**src/rtl/vga_pkg.sv**
```systemverilog
// Shared constants and types for the VGA frame scheduler: timing limits,
// board geometry, the display-layer encoding and the update FSM states.
package vga_pkg;

   localparam logic [9:0]  H_ACTIVE   = 10'd640;
   localparam logic [9:0]  V_ACTIVE   = 10'd480;
   localparam int unsigned FRAME_W    = 32'd8;
   localparam int unsigned BLINK_LOG2 = 32'd5;
   localparam int unsigned CELLS      = 32'd81;
   localparam int unsigned BOARD_W    = 32'd324;

   typedef enum logic [1:0] {
      LAYER_BOARD = 2'd0,
      LAYER_TRACK = 2'd1,
      LAYER_MOUSE = 2'd2,
      LAYER_BLACK = 2'd3
   } layer_e;

   typedef enum logic [1:0] {
      S_IDLE    = 2'd0,
      S_WAIT_VB = 2'd1,
      S_ACK     = 2'd2
   } fsm_state_e;

   // Blanking wins over every overlay; the mouse overlay sits above the track.
   function automatic layer_e layer_pick(input logic vis, input logic mouse, input logic track);
      layer_e l;
      if (!vis) begin
         l = LAYER_BLACK;
      end else if (mouse) begin
         l = LAYER_MOUSE;
      end else if (track) begin
         l = LAYER_TRACK;
      end else begin
         l = LAYER_BOARD;
      end
      return l;
   endfunction

endpackage

```
**src/rtl/vga_frame_scheduler_if.sv**
```systemverilog
// Update channel between game logic (master) and the frame scheduler (slave):
// request, the board snapshot offered with it, and the commit acknowledge.
interface vga_frame_scheduler_if;
   import vga_pkg::*;

   logic               upd_req;
   logic [BOARD_W-1:0] board_in;
   logic [CELLS-1:0]   board_blank_in;
   logic [1:0]         state_in;
   logic               upd_ack;

   modport master (
      output upd_req,
      output board_in,
      output board_blank_in,
      output state_in,
      input  upd_ack
   );

   modport slave (
      input  upd_req,
      input  board_in,
      input  board_blank_in,
      input  state_in,
      output upd_ack
   );

endinterface

```
**src/rtl/vga_vblank_detect.sv**
```systemverilog
// Detects entry into vertical blanking from the raster line counter and
// counts completed frames.
module vga_vblank_detect
   import vga_pkg::*;
(
   input  logic               clka,
   input  logic               rst,
   input  logic [9:0]         v_cnt,
   output logic               vblank_start,
   output logic [FRAME_W-1:0] frame_cnt
);

   logic [9:0]         v_cnt_d_r;
   logic               vblank_start_r;
   logic [FRAME_W-1:0] frame_cnt_r;

   // Pulse only on the first cycle of line V_ACTIVE; the frame count follows the pulse.
   always_ff @(posedge clka) begin
      if (rst) begin
         v_cnt_d_r      <= 10'd0;
         vblank_start_r <= 1'b0;
         frame_cnt_r    <= {FRAME_W{1'b0}};
      end else begin
         v_cnt_d_r      <= v_cnt;
         vblank_start_r <= (v_cnt == V_ACTIVE) && (v_cnt_d_r != V_ACTIVE);
         if (vblank_start_r) begin
            frame_cnt_r <= frame_cnt_r + {{(FRAME_W-1){1'b0}}, 1'b1};
         end
      end
   end

   assign vblank_start = vblank_start_r;
   assign frame_cnt    = frame_cnt_r;

endmodule

```
**src/rtl/vga_frame_scheduler.sv**
```systemverilog
// Frame-synchronous update scheduler: stages board updates from game logic and
// commits them to the pixel path's shadow copy only at the start of vertical blanking.
module vga_frame_scheduler
   import vga_pkg::*;
(
   input  logic                      clka,
   input  logic                      rst,
   input  logic [9:0]                h_cnt,
   input  logic [9:0]                v_cnt,
   input  logic                      valid,
   vga_frame_scheduler_if.slave      upd,
   input  logic                      enable_mouse_display,
   input  logic                      enable_track_display,
   output logic [BOARD_W-1:0]        board_out,
   output logic [CELLS-1:0]          board_blank_out,
   output logic [1:0]                state_out,
   output logic                      vblank_start,
   output logic [FRAME_W-1:0]        frame_cnt,
   output logic                      blink,
   output logic [1:0]                layer_sel
);

   fsm_state_e         state_r;
   fsm_state_e         state_nxt_s;
   logic               capture_s;
   logic               commit_s;
   logic               upd_ack_r;
   logic               vblank_start_s;
   logic [BOARD_W-1:0] stage_board_r;
   logic [CELLS-1:0]   stage_blank_r;
   logic [1:0]         stage_state_r;
   logic [BOARD_W-1:0] board_r;
   logic [CELLS-1:0]   blank_r;
   logic [1:0]         state_out_r;
   layer_e             layer_r;
   logic               unused_h_cnt_s;

   // Line position is not needed for frame-level scheduling.
   assign unused_h_cnt_s = ^{h_cnt, H_ACTIVE};

   vga_vblank_detect u_vblank_detect (
      .clka         (clka),
      .rst          (rst),
      .v_cnt        (v_cnt),
      .vblank_start (vblank_start_s),
      .frame_cnt    (frame_cnt)
   );

   // Handshake FSM: capture in IDLE, commit on the vblank pulse, then one ack cycle.
   always_comb begin
      state_nxt_s = state_r;
      capture_s   = 1'b0;
      commit_s    = 1'b0;
      case (state_r)
         S_IDLE: begin
            if (upd.upd_req) begin
               capture_s   = 1'b1;
               state_nxt_s = S_WAIT_VB;
            end else begin
               state_nxt_s = S_IDLE;
            end
         end
         S_WAIT_VB: begin
            if (vblank_start_s) begin
               commit_s    = 1'b1;
               state_nxt_s = S_ACK;
            end else begin
               state_nxt_s = S_WAIT_VB;
            end
         end
         S_ACK: begin
            state_nxt_s = S_IDLE;
         end
         default: begin
            state_nxt_s = S_IDLE;
         end
      endcase
   end

   // State register; the ack is registered off the ACK state so it trails the commit by one cycle.
   always_ff @(posedge clka) begin
      if (rst) begin
         state_r   <= S_IDLE;
         upd_ack_r <= 1'b0;
      end else begin
         state_r   <= state_nxt_s;
         upd_ack_r <= (state_r == S_ACK);
      end
   end

   // Staging captures the request snapshot; the shadow copy only moves on commit.
   always_ff @(posedge clka) begin
      if (rst) begin
         stage_board_r <= {BOARD_W{1'b0}};
         stage_blank_r <= {CELLS{1'b0}};
         stage_state_r <= 2'd0;
         board_r       <= {BOARD_W{1'b0}};
         blank_r       <= {CELLS{1'b1}};
         state_out_r   <= 2'd0;
      end else begin
         if (capture_s) begin
            stage_board_r <= upd.board_in;
            stage_blank_r <= upd.board_blank_in;
            stage_state_r <= upd.state_in;
         end
         if (commit_s) begin
            board_r     <= stage_board_r;
            blank_r     <= stage_blank_r;
            state_out_r <= stage_state_r;
         end
      end
   end

   // One-cycle delay lines the layer select up with the pixel generator's memory read.
   always_ff @(posedge clka) begin
      if (rst) begin
         layer_r <= LAYER_BLACK;
      end else begin
         layer_r <= layer_pick(valid, enable_mouse_display, enable_track_display);
      end
   end

   assign upd.upd_ack     = upd_ack_r;
   assign board_out       = board_r;
   assign board_blank_out = blank_r;
   assign state_out       = state_out_r;
   assign vblank_start    = vblank_start_s;
   assign blink           = frame_cnt[BLINK_LOG2];
   assign layer_sel       = layer_r;

endmodule
```
**src/flat_wrapper.sv**
```systemverilog
// flat-port wrapper written by rule: the top's interface ports become plain ports
module vga_frame_scheduler_flat import vga_pkg::*;
  (clka, rst, h_cnt, v_cnt, valid, enable_mouse_display, enable_track_display, board_out, board_blank_out, state_out, vblank_start, frame_cnt, blink, layer_sel, upd_upd_req, upd_board_in, upd_board_blank_in, upd_state_in, upd_upd_ack);
  vga_frame_scheduler_if upd_i ();
  input  logic clka;
  input  logic rst;
  input  logic [9:0] h_cnt;
  input  logic [9:0] v_cnt;
  input  logic valid;
  input  logic enable_mouse_display;
  input  logic enable_track_display;
  output logic [BOARD_W-1:0] board_out;
  output logic [CELLS-1:0] board_blank_out;
  output logic [1:0] state_out;
  output logic vblank_start;
  output logic [FRAME_W-1:0] frame_cnt;
  output logic blink;
  output logic [1:0] layer_sel;
  input wire logic [$bits(upd_i.upd_req)-1:0] upd_upd_req;
  input wire logic [$bits(upd_i.board_in)-1:0] upd_board_in;
  input wire logic [$bits(upd_i.board_blank_in)-1:0] upd_board_blank_in;
  input wire logic [$bits(upd_i.state_in)-1:0] upd_state_in;
  output wire logic [$bits(upd_i.upd_ack)-1:0] upd_upd_ack;
  assign upd_i.upd_req = upd_upd_req;
  assign upd_i.board_in = upd_board_in;
  assign upd_i.board_blank_in = upd_board_blank_in;
  assign upd_i.state_in = upd_state_in;
  assign upd_upd_ack = upd_i.upd_ack;
  vga_frame_scheduler u_core (.clka(clka), .rst(rst), .h_cnt(h_cnt), .v_cnt(v_cnt), .valid(valid), .upd(upd_i), .enable_mouse_display(enable_mouse_display), .enable_track_display(enable_track_display), .board_out(board_out), .board_blank_out(board_blank_out), .state_out(state_out), .vblank_start(vblank_start), .frame_cnt(frame_cnt), .blink(blink), .layer_sel(layer_sel));
endmodule
```
**config.mk**
```make
export PLATFORM = sky130hd
export DESIGN_NAME = vga_frame_scheduler_flat
export DESIGN_NICKNAME = d
export VERILOG_FILES = /design/src/rtl/vga_pkg.sv /design/src/rtl/vga_frame_scheduler_if.sv /design/src/rtl/vga_vblank_detect.sv /design/src/rtl/vga_frame_scheduler.sv /design/src/flat_wrapper.sv
export SDC_FILE = /design/constraint.sdc
export NUM_CORES = 2
export LEC_CHECK = 0
export ABC_AREA = 1
export BUFFER_PORTS_ARGS = -buffer_cell sky130_fd_sc_hd__buf_2
export CORE_MARGIN = 2
export CORE_UTILIZATION = 25
export CTS_CLUSTER_DIAMETER = 40
export DETAILED_ROUTE_END_ITERATION = 10
export GPL_ROUTABILITY_DRIVEN = 0
export GPL_TIMING_DRIVEN = 0
export PLACE_DENSITY = 0.48
export SLEW_MARGIN = 20
export SYNTH_ARGS = -nofsm -noshare
export SYNTH_HDL_FRONTEND = slang
export SYNTH_SLANG_ARGS = --single-unit
```
**constraint.sdc**
```tcl
create_clock -name clka -period 1.94 [get_ports clka]
set_clock_uncertainty 0.05 [all_clocks]
set_input_delay 0.388 -clock clka [delete_from_list [all_inputs] [get_ports clka]]
set_output_delay 0.388 -clock clka [all_outputs]
set_load 0.02 [all_outputs]
```
==> flow_summary.toml <==
[run_status]
outcome = "completed"

[finish]
drive_above_1_share_pct = 24.1
layout.nets = 5485
areaGrowthSynthToFinish_pct = 53.8

[timing]
hold_viol_final = 0
relSlewSlack_pct = 36.0
min_period_ns = 1.89
setup_viol = 0
fin_crit_sh_pct = 97.5
grt_setup_unrepaired = "true"
fin_tns_setup_ns = 0
tightest_slew_ns = 0.959
fmax_mhz = 529
drv_slew = 0

[placement]
io_buffers = 841
dpl.hpwl_um = 92500

[hold_path]
hold_start = "upd_board_blank_in[80]"
hold_class = "in -> reg"

[clocking]
cts_tree = "done"
clockBufferDepth = 3
cts_made_buffers = 137
cts_sinks = 838
clkLatencyLatePin_ns = 0.73
cts_max_level = 4
cts_root_buf = "clkbuf_16"
clk_pin_slew_ns = 0.05

[synth]
avgSynthCellArea_um2 = 7.84
synthesis.nets = 4085
synth-async-reset-ratio_pct = 0
syn_inst = 3651
synth_enable_flop_cells = 0
ys.flop_type = "dfxtp_1"
synth-warning-count = 0
synth-seq-area-share_pct = 58.6
synth-seq-cells = 838
synth_cell_types = 19
synth_area_mm2 = 0.0286

[grt]
overflow = 0
grt_pass1_wl_um = 179000
antenna_found_initial = 19
grtUsageTotal_pct = 20.3
grt_max_degree = 20
grt_pass1_vias = 28500

[pwr]
p_leak_nw = 19.1
swShare_pct = 24.0
power.switching_mw = 11.4
worst_ir_drop_vdd_mv = 0.743
p_total_mw = 47.4
seqPwrFrac_pct = 38.7
clockPowerShare_pct = 54.5
p_int_mw = 36.0
share_comb_of_total_power_pct = 6.9
p_per_area_mw_per_mm2 = 1080

[floorplanning]
die_y_um = 342
die_w_um = 342
die_area_mm2 = 0.117
initial_utilization_pct = 25.1
ioPinCount = 853
coreArea_mm2 = 0.114
num_rows = 124

[route]
viasPerCell = 4.36
wl_per_cell_um = 18.6
vias = 29200
drt_iter0_drc = 1583
wl_um = 124000
ant_nets = 0
drc = 0
dr.pass1.iters = 5

[setup_path]
crit_path_max_fanout = 10
worst_setup_path_start_kind = "flip-flop"
crit_path_end_kind = "flip-flop"
worstSetupPathType = "reg -> reg"
required_ns = 2.54
reg2reg_from = "u_core.state_r[1]"
arrival_ns = 2.49
crit_path_start = "u_core.state_r[1]"

[job]
cap_violations = 0
power groups by stage:
stage | clock network (mW) | registers, mW | logic (mW)
floorplan | 0 | 18.6 | 1.41
global placement | 0 | 18.6 | 2.49
detailed placement | 0 | 18.7 | 2.51
CTS | 26.3 | 18.3 | 3.27
global route | 27.2 | 18.4 | 3.61
finish | 25.8 | 18.3 | 3.25
critical path, stage by stage (launching register included):
cell and delay (ns):
dfxtp_1 0.30, inv_1 0.10, nand3_4 0.17, buf_12 0.13, buf_2 0.34, buf_1 0.47, nand2_1 0.09, a21oi_1 0.17
cell usage after synthesis (2+ instances only):
cell type	count	share of area, %
a21oi_1	331	5.8
buf_1	5	0.066
buf_2	95	1.7
buf_4	23	0.60
buf_6	3	0.12
clkbuf_1	147	1.9
dfxtp_1	838	59
inv_1	20	0.26
inv_2	3	0.039
nand2_1	837	11
nand3_1	87	1.5
nand3_2	2	0.070
nor2_1	847	11
o21ai_0	406	7.1
o21ai_1	3	0.052
final timing paths:
path                               to  slack [ns]  depth (start not counted)
min          u_core.stage_blank_r[80]         0.1                          3
max reg2reg     u_core.board_out[284]        0.05                          7
max             u_core.board_out[284]        0.05                          7
min reg2reg      u_core.board_out[47]        0.39                          2
registers in the layout (all words and copies together), names as in the netlist:
signal and flops:
u_core.board_out 324, u_core.stage_board_r 324, u_core.board_blank_out 81, u_core.stage_blank_r 81
u_core.u_vblank_detect.v_cnt_d_r 10, u_core.u_vblank_detect.frame_cnt 8, u_core.layer_sel 2, u_core.stage_state_r 2
u_core.state_out 2, u_core.state_r 2, u_core.u_vblank_detect.vblank_start 1, u_core.upd.upd_ack 1
placed cells by master (no fill, tap or decap), types with 15 or more instances in the layout:
cell type	instances
dlygate4sd3_1	420
buf_4	24
bufinv_16	19
a21oi_1	331
clkinv_2	15
clkbuf_8	19
inv_1	20
nor2_1	847
o21ai_0	405
clkbuf_16	139
dfxtp_1	835
buf_2	925
clkbuf_2	33
nand2_1	836
nand3_1	87
clkbuf_1	125
metrics by stage:
stage,hold WS [ns],cell area (µm²),setup WS (ns),std cells,utilization (%)
6_report,0.0958,44000,0.0487,6686,38.7
5_1_grt,0.0757,44000,-0.109,6680,38.6
4_1_cts,0.00528,43900,0.00324,6675,38.6
3_5_place_dp,0.391,34700,-1.29,6004,30.5
3_3_place_gp,0.384,34700,-1.30,6004,30.5
2_1_floorplan,0.380,28600,0.445,3651,-
logic make-up (layout without fill, tap and decap cells):
logic type	after synthesis	count (layout)	share of synthesized area (%)
buf+inv	297	1808	4.69
fa+ha+maj	1	1	0.0437
simple gates	1775	1775	23.7
other cells	0	12	0
flops	838	838	58.6
compound gates	740	740	12.9
cell type report:
cell class	instances	area [µm²]
Clock inverter	78	1100
Multi-Input combinational cell	2516	10500
Tap cell	1512	1890
Antenna cell	12	30.0
Timing Repair Buffer	1263	8440
Sequential cell	838	16800
Inverter	23	86.3
Buffer	272	1370
Fill cell	12100	69900
Clock buffer	172	3790
routing by layer:
metal,part of all wire [%],track usage (%)
met1,41,23.8
met2,47,34.0
met3,7.2,6.60
met4,3.8,8.61
met5,0.064,0
what timing repair did:
item,CTS,global route
endpoints found under the setup margin,710,236
gates resized for setup,41,47
pin swaps,1,0
hold endpoints to repair,419,0
hold buffers,420,0
buffers inserted,2,0
Note: power is estimated with default switching activity, not from simulation.
